$ cat config.mk
export PLATFORM = sky130hd
export DESIGN_NAME = rf_operand_fetch
export DESIGN_NICKNAME = d
export VERILOG_FILES = /design/src/rtl/cpu_pkg.sv /design/src/rtl/regfile_2r1w.sv /design/src/rtl/rf_operand_fetch.sv
export SDC_FILE = /design/constraint.sdc
export NUM_CORES = 2
export LEC_CHECK = 0
export ABC_CLOCK_PERIOD_IN_PS = 90100
export CORE_ASPECT_RATIO = 1.75
export CORE_UTILIZATION = 63
export DETAILED_ROUTE_END_ITERATION = 8
export PLACE_DENSITY = 0.81
export RECOVER_POWER = 100
export SYNTH_ARGS = -nofsm -noshare
export SYNTH_HDL_FRONTEND = slang
export SYNTH_SLANG_ARGS = --single-unit
$ cat constraint.sdc
create_clock -name clk -period 90.1 [get_ports clk]
set_clock_uncertainty 0.1 [all_clocks]
set_input_delay 18.02 -clock clk [delete_from_list [all_inputs] [get_ports clk]]
set_output_delay 18.02 -clock clk [all_outputs]
set_load 0.005 [all_outputs]
$ cat src/rtl/cpu_pkg.sv
// Shared CPU constants and the register-index type used by the decode stage.
package cpu_pkg;

   localparam int DATA_W     = 64;
   localparam int REG_ADDR_W = 5;
   localparam int NUM_REGS   = 2 ** REG_ADDR_W;
   localparam bit ZERO_REG   = 1'b1;

   typedef logic [REG_ADDR_W-1:0] reg_idx_t;

endpackage

$ cat src/rtl/regfile_2r1w.sv
// Two-read / one-write register file with same-cycle write-through on both
// read ports. Register 0 can be hard-wired to zero.
module regfile_2r1w
   import cpu_pkg::*;
#(
   parameter int DATA_W     = cpu_pkg::DATA_W,
   parameter int REG_ADDR_W = cpu_pkg::REG_ADDR_W,
   parameter bit ZERO_REG   = cpu_pkg::ZERO_REG
) (
   input  logic                  clk,
   input  logic                  reset,
   input  logic                  we_i,
   input  logic [REG_ADDR_W-1:0] waddr_i,
   input  logic [DATA_W-1:0]     wdata_i,
   input  logic [REG_ADDR_W-1:0] raddr_a_i,
   input  logic [REG_ADDR_W-1:0] raddr_b_i,
   output logic [DATA_W-1:0]     rdata_a_o,
   output logic [DATA_W-1:0]     rdata_b_o
);

   localparam int NREGS = 2 ** REG_ADDR_W;

   logic [DATA_W-1:0] regs_q [NREGS];
   logic              wr_ok;

   // Writes aimed at a hard-wired zero register are discarded.
   assign wr_ok = we_i && !(ZERO_REG && (waddr_i == '0));

   // Storage: cleared on reset, one write per clock.
   always_ff @(posedge clk or posedge reset) begin
      if (reset) begin
         for (int i = 0; i < NREGS; i++) begin
            regs_q[i] <= '0;
         end
      end else if (wr_ok) begin
         regs_q[waddr_i] <= wdata_i;
      end
   end

   // Read ports: the word being written this cycle is visible immediately.
   always_comb begin
      rdata_a_o = regs_q[raddr_a_i];
      rdata_b_o = regs_q[raddr_b_i];
      if (wr_ok && (waddr_i == raddr_a_i)) rdata_a_o = wdata_i;
      if (wr_ok && (waddr_i == raddr_b_i)) rdata_b_o = wdata_i;
   end

endmodule

$ cat src/rtl/rf_operand_fetch.sv
// Decode-stage operand fetch: register file read, MEM/WB bypass, load-use
// stall generation and the ID/EX pipeline register feeding the ALU.
module rf_operand_fetch
   import cpu_pkg::*;
#(
   parameter int DATA_W     = cpu_pkg::DATA_W,
   parameter int REG_ADDR_W = cpu_pkg::REG_ADDR_W,
   parameter bit ZERO_REG   = cpu_pkg::ZERO_REG
) (
   input  logic                  clk,
   input  logic                  reset,
   input  logic                  id_valid,
   input  logic [REG_ADDR_W-1:0] id_rs_addr,
   input  logic [REG_ADDR_W-1:0] id_rt_addr,
   input  logic                  id_uses_rs,
   input  logic                  id_uses_rt,
   input  logic [REG_ADDR_W-1:0] id_rd_addr,
   input  logic                  id_wreg,
   input  logic                  id_lw,
   input  logic                  flush,
   input  logic                  mem_valid,
   input  logic                  mem_wreg,
   input  logic                  mem_lw,
   input  logic [REG_ADDR_W-1:0] mem_rd_addr,
   input  logic [DATA_W-1:0]     mem_alu_out,
   input  logic                  wb_wen,
   input  logic [REG_ADDR_W-1:0] wb_waddr,
   input  logic [DATA_W-1:0]     rf_wb_din,
   output logic                  stall_id,
   output logic                  ex_valid,
   output logic [DATA_W-1:0]     ex_rs_data,
   output logic [DATA_W-1:0]     ex_rt_data,
   output logic [REG_ADDR_W-1:0] ex_rd_addr,
   output logic                  ex_wreg,
   output logic                  ex_lw
);

   logic [DATA_W-1:0]     rf_rs, rf_rt;
   logic [DATA_W-1:0]     rs_sel, rt_sel;
   logic                  mem_fwd_ok, ex_ld_pend, mem_ld_pend, hazard;

   logic                  ex_valid_q, ex_valid_d;
   logic                  ex_wreg_q, ex_wreg_d;
   logic                  ex_lw_q, ex_lw_d;
   logic [DATA_W-1:0]     ex_rs_q, ex_rs_d;
   logic [DATA_W-1:0]     ex_rt_q, ex_rt_d;
   logic [REG_ADDR_W-1:0] ex_rd_q, ex_rd_d;

   // Index 0 reads as zero regardless of any bypass; then MEM (younger) beats
   // the register file, whose output already includes the WB write-through.
   function automatic logic [DATA_W-1:0] operand(
      input logic [REG_ADDR_W-1:0] src,
      input logic [DATA_W-1:0]     rf_val,
      input logic                  mem_ok,
      input logic [REG_ADDR_W-1:0] mrd,
      input logic [DATA_W-1:0]     mval
   );
      if (ZERO_REG && (src == '0))      return '0;
      else if (mem_ok && (mrd == src))  return mval;
      else                              return rf_val;
   endfunction

   // A used, non-zero source that names a load still in EX or MEM must wait.
   function automatic logic src_hazard(
      input logic                  uses,
      input logic [REG_ADDR_W-1:0] src,
      input logic                  ex_pend,
      input logic [REG_ADDR_W-1:0] exrd,
      input logic                  mem_pend,
      input logic [REG_ADDR_W-1:0] mrd
   );
      if (!uses || (ZERO_REG && (src == '0))) return 1'b0;
      return (ex_pend && (exrd == src)) || (mem_pend && (mrd == src));
   endfunction

   regfile_2r1w #(
      .DATA_W     (DATA_W),
      .REG_ADDR_W (REG_ADDR_W),
      .ZERO_REG   (ZERO_REG)
   ) u_rf (
      .clk       (clk),
      .reset     (reset),
      .we_i      (wb_wen),
      .waddr_i   (wb_waddr),
      .wdata_i   (rf_wb_din),
      .raddr_a_i (id_rs_addr),
      .raddr_b_i (id_rt_addr),
      .rdata_a_o (rf_rs),
      .rdata_b_o (rf_rt)
   );

   assign mem_fwd_ok  = mem_valid & mem_wreg & ~mem_lw;
   assign ex_ld_pend  = ex_valid_q & ex_lw_q & ex_wreg_q;
   assign mem_ld_pend = mem_valid & mem_lw & mem_wreg;

   // Operand bypass selection and load-use detection for the ID instruction.
   always_comb begin
      rs_sel = operand(id_rs_addr, rf_rs, mem_fwd_ok, mem_rd_addr, mem_alu_out);
      rt_sel = operand(id_rt_addr, rf_rt, mem_fwd_ok, mem_rd_addr, mem_alu_out);
      hazard = id_valid &
               (src_hazard(id_uses_rs, id_rs_addr, ex_ld_pend, ex_rd_q, mem_ld_pend, mem_rd_addr) |
                src_hazard(id_uses_rt, id_rt_addr, ex_ld_pend, ex_rd_q, mem_ld_pend, mem_rd_addr));
      // A flush kills the instruction, so it has nothing to wait for; reset
      // drops the request at once since the pipeline is being cleared.
      stall_id = hazard & ~flush & ~reset;
   end

   // ID/EX next state: bubble on flush or stall (payload held), else advance.
   always_comb begin
      ex_valid_d = ex_valid_q;
      ex_wreg_d  = ex_wreg_q;
      ex_lw_d    = ex_lw_q;
      ex_rs_d    = ex_rs_q;
      ex_rt_d    = ex_rt_q;
      ex_rd_d    = ex_rd_q;
      if (flush || stall_id) begin
         ex_valid_d = 1'b0;
         ex_wreg_d  = 1'b0;
         ex_lw_d    = 1'b0;
      end else begin
         ex_valid_d = id_valid;
         ex_wreg_d  = id_wreg & id_valid;
         ex_lw_d    = id_lw & id_valid;
         ex_rs_d    = rs_sel;
         ex_rt_d    = rt_sel;
         ex_rd_d    = id_rd_addr;
      end
   end

   // ID/EX pipeline register, cleared asynchronously.
   always_ff @(posedge clk or posedge reset) begin
      if (reset) begin
         ex_valid_q <= 1'b0;
         ex_wreg_q  <= 1'b0;
         ex_lw_q    <= 1'b0;
         ex_rs_q    <= '0;
         ex_rt_q    <= '0;
         ex_rd_q    <= '0;
      end else begin
         ex_valid_q <= ex_valid_d;
         ex_wreg_q  <= ex_wreg_d;
         ex_lw_q    <= ex_lw_d;
         ex_rs_q    <= ex_rs_d;
         ex_rt_q    <= ex_rt_d;
         ex_rd_q    <= ex_rd_d;
      end
   end

   assign ex_valid   = ex_valid_q;
   assign ex_wreg    = ex_wreg_q;
   assign ex_lw      = ex_lw_q;
   assign ex_rs_data = ex_rs_q;
   assign ex_rt_data = ex_rt_q;
   assign ex_rd_addr = ex_rd_q;

endmodule

Word level (Yosys, flattened, before mapping)
Cells that the tools add are included.
{"block": "word_totals", "word_cells": 111, "inputBits": 165, "output_inout_bits": 137, "regBits": 2184}
{"block": "op_classes", "n_lt_le_gt_ge": 4, "bitwise": 18, "n_reduce_logical": 21, "eq_ne": 6, "muxes": 24}
{"cell": "bitwise mux 2048 bit", "count": 1}
{"cell": "two-way mux 64 bit", "count": 11}
{"cell": "binary-select mux 64 bit (select 5 bit)", "count": 2}
{"cell": "demux 64 bit (select 5 bit)", "count": 1}
{"cell": "== test 5 bit", "count": 6}
{"cell": "greater-or-equal comparator 6 bit, second input constant", "count": 3}
{"cell": "inverter 5 -> 6 bit", "count": 3}
{"cell": "zero test 5 bit", "count": 3}
{"cell": "AND 1 bit", "count": 11}
{"cell": "logical AND 1 bit", "count": 10}
{"cell": "two-way mux 1 bit", "count": 9}
{"cell": "less-than comparator 6 x 1 -> 1 bit, second input constant", "count": 1}
{"cell": "logical OR 1 bit", "count": 5}
{"cell": "zero test 1 bit", "count": 3}
{"cell": "inverter 1 bit", "count": 3}
{"cell": "bitwise OR 1 bit", "count": 1}

Depth between registers and ports, before layout
{"block": "depth", "word_depth": 11, "depth_mapped": 12, "ltp_nobuf": 6}

Modules after synthesis
A second synthesis with hierarchy kept.
{"block": "hier_totals", "cells_unflattened": 7862, "area_unflattened_um2": 115655.9}
{"mod": "regfile_2r1w", "cells_each": 7171, "n_inst": 1, "seq_area_each_um2": 51249.2, "area_per_inst_um2": 108425.2}
{"mod": "rf_operand_fetch", "cells_each": 691, "n_inst": 1, "seq_area_each_um2": 3403.3, "area_per_inst_um2": 7230.7}

Least setup slack after synthesis
Ideal clock, no wire load.
{"block": "synth_timing", "path_kind": "in2out", "startpoint": "input id_rt_addr[1]", "endpoint": "output stall_id", "arrival_ps": 19638, "stages": 9, "path_slack_ps": 52342, "required_ps": 71980, "path_buffers": 4, "path_cell_list": "buf_2 or2_1 clkbuf_1 nor4_2 and4b_1 clkbuf_1 buf_1 nor2_1 nor2_1"}
{"block": "synth_via", "elab_chain_cells": 8, "elab_cells_between_ends": 13, "classes_between": "2 x eq/ne; 2 x mux; 4 x bitwise; 5 x reduce/logical"}
{"item": "from (decl)", "line": "rf_operand_fetch.sv:14", "text": "input logic [REG_ADDR_W-1:0] id_rt_addr,"}
{"item": "== test 5 bit / zero test 5 bit (equally long branches)", "line": "rf_operand_fetch.sv:73, rf_operand_fetch.sv:72"}
{"item": "logical AND 1 bit / logical OR 1 bit (equally long branches)", "line": "rf_operand_fetch.sv:73, rf_operand_fetch.sv:72"}
{"item": "logical OR 1 bit / two-way mux 1 bit (equally long branches)", "line": "rf_operand_fetch.sv:73, rf_operand_fetch.sv:72"}
{"item": "two-way mux 1 bit (*)", "line": "rf_operand_fetch.sv:73", "text": "return (ex_pend && (exrd == src)) || (mem_pend && (mrd == src));"}
{"item": "bitwise OR 1 bit (*)", "line": "rf_operand_fetch.sv:101", "text": "(src_hazard(id_uses_rs, id_rs_addr, ex_ld_pend, ex_rd_q, mem_ld_pend, mem_rd_addr) |"}
{"item": "AND 1 bit (*)", "line": "rf_operand_fetch.sv:100", "text": "hazard = id_valid &"}
{"item": "AND 1 bit (*) (2 in a row)", "line": "rf_operand_fetch.sv:105", "text": "stall_id = hazard & ~flush & ~reset;"}
{"item": "to (decl)", "line": "rf_operand_fetch.sv:29", "text": "output logic stall_id,"}
Mark *: on every way between the ends. The rest lies on a longest branch, timed or not.

Worst setup path in the final report
{"block": "layout_timing", "startpoint": "input id_rs_addr[0]", "endpoint": "output stall_id"}
{"block": "layout_via", "elab_chain_cells": 8, "elab_cells_between_ends": 13, "classes_between": "2 x eq/ne; 2 x mux; 4 x bitwise; 5 x reduce/logical"}
{"item": "from (decl)", "line": "rf_operand_fetch.sv:13", "text": "input logic [REG_ADDR_W-1:0] id_rs_addr,"}
{"item": "== test 5 bit / zero test 5 bit (equally long branches)", "line": "rf_operand_fetch.sv:73, rf_operand_fetch.sv:72"}
{"item": "logical AND 1 bit / logical OR 1 bit (equally long branches)", "line": "rf_operand_fetch.sv:73, rf_operand_fetch.sv:72"}
{"item": "logical OR 1 bit / two-way mux 1 bit (equally long branches)", "line": "rf_operand_fetch.sv:73, rf_operand_fetch.sv:72"}
{"item": "two-way mux 1 bit (*)", "line": "rf_operand_fetch.sv:73"}
{"item": "bitwise OR 1 bit (*)", "line": "rf_operand_fetch.sv:101"}
{"item": "AND 1 bit (*)", "line": "rf_operand_fetch.sv:100"}
{"item": "AND 1 bit (*) (2 in a row)", "line": "rf_operand_fetch.sv:105"}
Marks and branches as above.

==> reports/metrics.yaml <==
worst_setup_path:
  r2r_cells: 6
  worst-path-buf-inv: 4
  path_depth: 8
  cp-startpoint: "id_rs_addr[0]"
  path_common_cell: "clkbuf_1"
  r2r_slack_ns: 82.94
  path_class: "primary input to output pin"
  path_cells: "clkbuf_1 -> clkbuf_1 -> or3_2 -> clkbuf_1 -> o2111a_1 -> nor2_1 -> nor2_1 -> dlygate4sd3_1"
  r2r-start: "ex_rd_addr[0]"
  cp_data_required_time_ns: 71.98
  endpoint_kind: "output pin"
  critical_path.max_stage_delay_ns: 4.83
  cp-endpoint: "stall_id"
  slowest_stage: "clkbuf_1"
  arrival_ns: 30.97
  crit_fanout: 76
  rr_endpoint: "ex_rt_data[25]"
  critical-path-top-delay-family: "buffers and inverters"
  cp-start-kind: "primary input"
layout:
  multiInputGateArea_mm2: 0.0573
  stdcell_area_mm2: 0.126
  utilization_pct: 69.2
  nets: 7868
  drive_gt1_share_pct: 44.2
  area_delta_synth_final_pct: 8.96
  fillers: 12100
  finalNonFillerCells: 10300
  seqCellArea_mm2: 0.0547
sta:
  hold_slack_ns: 0.297
  finalHoldViolations: 0
  max_freq_ghz: 0.0204
  finalCritPeriodShare_pct: 54.5
  slew_violations: 4598
  tightestPinTransition_ns: 8.73
  setup_viol: 0
  timing.slew.headroom_pct: -482
  finalCriticalPeriod_ns: 49.09
  rsz0062_at_grt: "no"
  fin_tns_setup_ns: 0
synth:
  synth_ff_type: "dfrtp_1"
  ys_seq_area_share_pct: 47.3
  syn_inst: 7905
  yosys.area.top_type: "dfrtp_1"
  yosysWarnings: 0
  syn_area_mm2: 0.116
  synth_top_area_share_pct: 47.3
  avgSynthCellArea_um2: 14.6
  syn_nets: 8070
  synth_cell_type_count: 60
  yosysMostFrequentCell: "dfrtp_1"
  async_flop_share_pct: 100
  synth-edff-count: 0
  synth_commonest_cells: "dfrtp_1, mux2_2, mux4_2"
  synthTopCellsByArea: "dfrtp_1, mux2_2, mux4_2, mux2i_1, clkbuf_1"
  ys_ff_latch: 2184
clocking:
  hold_buffers: 0
  clkSinkCount: 2184
  cts_buffer_depth: 4
  cts_tree: "built"
  cts_buffers: 201
  cts_root_buffer: "clkbuf_16"
  htreeDepth: 4
  post_cts_resized: 0
  postCtsSetupBuffers: 0
  clkTransAtPathRegs_ns: 0.06
  clk_latency_ns: 0.88
worst_hold_path:
  min_from: "u_rf.regs_q[2023]"
  hold_class: "register to register"
global_route:
  overflow: 0
  grt_max_degree: 180
  grt_pass1_vias: 83300
  grt_use_total_pct: 42.4
  antenna_found_initial: 27
  grt_pass1_wl_um: 569000
power:
  power.density_mw_per_mm2: 22.1
  intPower_mw: 1.99
  power_frac_clock_pct: 31.0
  switching_power_mw: 0.790
  leakagePower_nw: 55.0
  p_comb_share_pct: 21.8
  ir_drop_v: 0.0000153
  swShare_pct: 28.4
  p_seq_share_pct: 47.2
floorplan:
  die_w_um: 326
  core_mm2: 0.182
  rows: 207
  start_util_pct: 63.5
  ios: 302
  die-area_mm2: 0.185
  die_h_um: 569
placed_design:
  place_area_mm2: 0.120
  dpl.hpwl_um: 225000
  gp_congestion: 0.909
  dpl.cell_count: 9903
  numPortBuffers: 301
routing:
  wirelength_um: 391000
  drt_iter0_markers: 9965
  via_per_inst: 7.83
  first_pass_iters: 7
  avgRoutedWirePerCell_um: 38.1
  via_count: 80300
  ant_nets: 0
  drcViolationCount: 0
outcome:
  run_status: "complete, but fails checks"
  violations: "max-capacitance violations, max-slew violations"
job:
  max_cap_viol_count: 103
layer usage:
layer  vias up  GRT usage [%]  wire length [um]  part of all wire (%)
met1     42100           52.3            131000                    34
met3      1902           13.8             50000                    13
li1      30200              -                 -                     -
met2      6118           63.8            177000                    45
met5         -              0               334                 0.085
met4        42           28.9             32400                   8.3
worst register-to-register path, cell delays in order (launching register included):
cell and delay (ns):
dfrtp_1 0.44, xor2_1 0.19, nor4_1 0.48, o2111a_1 0.71
or3_1 2.23, clkbuf_1 2.39, a22o_1 0.53
how the worst min path moves through the flow:
stage | end | slack [ns] | cells after the start
final | u_rf.regs_q[2023] | 0.30 | 0
after global routing | u_rf.regs_q[2010] | 0.31 | 0
after CTS | u_rf.regs_q[2019] | 0.30 | 0
after detailed placement | u_rf.regs_q[2027] | 0.28 | 0
after global placement | u_rf.regs_q[1993] | 0.28 | 0
after floorplan | u_rf.regs_q[1984] | 0.34 | 1
stage by stage:
stage	worst slack [ns]	total power [mW]
3_3_place_gp	50.49	1.88
3_5_place_dp	50.47	1.92
6_report	41.01	2.79
5_1_grt	40.02	2.87
4_1_cts	50.45	2.77
2_1_floorplan	10.27	1.73
power by group through the flow:
stage	registers, mW	clock network [mW]	logic, mW
4_1_cts	1.31	0.862	0.605
3_3_place_gp	1.30	0	0.580
6_report	1.32	0.863	0.607
2_1_floorplan	1.28	0	0.447
5_1_grt	1.33	0.898	0.638
3_5_place_dp	1.32	0	0.600
cell type report:
class | instances | share of cell area (%)
multi-input cells | 4789 | 45.5
flip-flops and latches | 2184 | 43.4
repair buffers | 524 | 3.56
diodes | 14 | 0.0278
clock buffers | 298 | 4.74
well taps | 2403 | 2.39
inverters | 3 | 0.0119
clock inverters | 49 | 0.364
logic make-up after synthesis:
kind of cell,synth area share [%]
simple gates,2.88
buf+inv,3.26
xor+xnor,0.227
mux,42.0
compound gates,4.37
flops,47.3
layout by cell type (no fill, tap or decap), types with 13 or more instances in the layout:
cell type	count
dfrtp_1	2184
mux2_2	2052
mux4_2	914
mux2i_1	478
a22oi_1	245
clkbuf_16	204
nand2_1	192
clkdlybuf4s50_1	149
dlygate4sd3_1	142
nand4_1	138
buf_4	138
nand3_1	135
clkbuf_1	124
a22o_1	91
nor3_1	52
clkbuf_8	51
nor2_1	44
o22ai_1	34
clkinv_2	33
a221oi_1	32
a21oi_1	30
a32o_1	29
o22a_1	28
o21ai_0	27
xnor2_1	25
o31ai_1	24
o2111ai_1	22
a2111oi_0	21
o221ai_1	18
diode_2	14
nor2b_1	13
registers in the layout (all words and copies together) (netlist names):
register,cells
ex_lw,1
ex_rd_addr,5
ex_rs_data,64
ex_rt_data,64
ex_valid,1
ex_wreg,1
u_rf.regs_q,2048
Power figures use the tool's default switching activity.
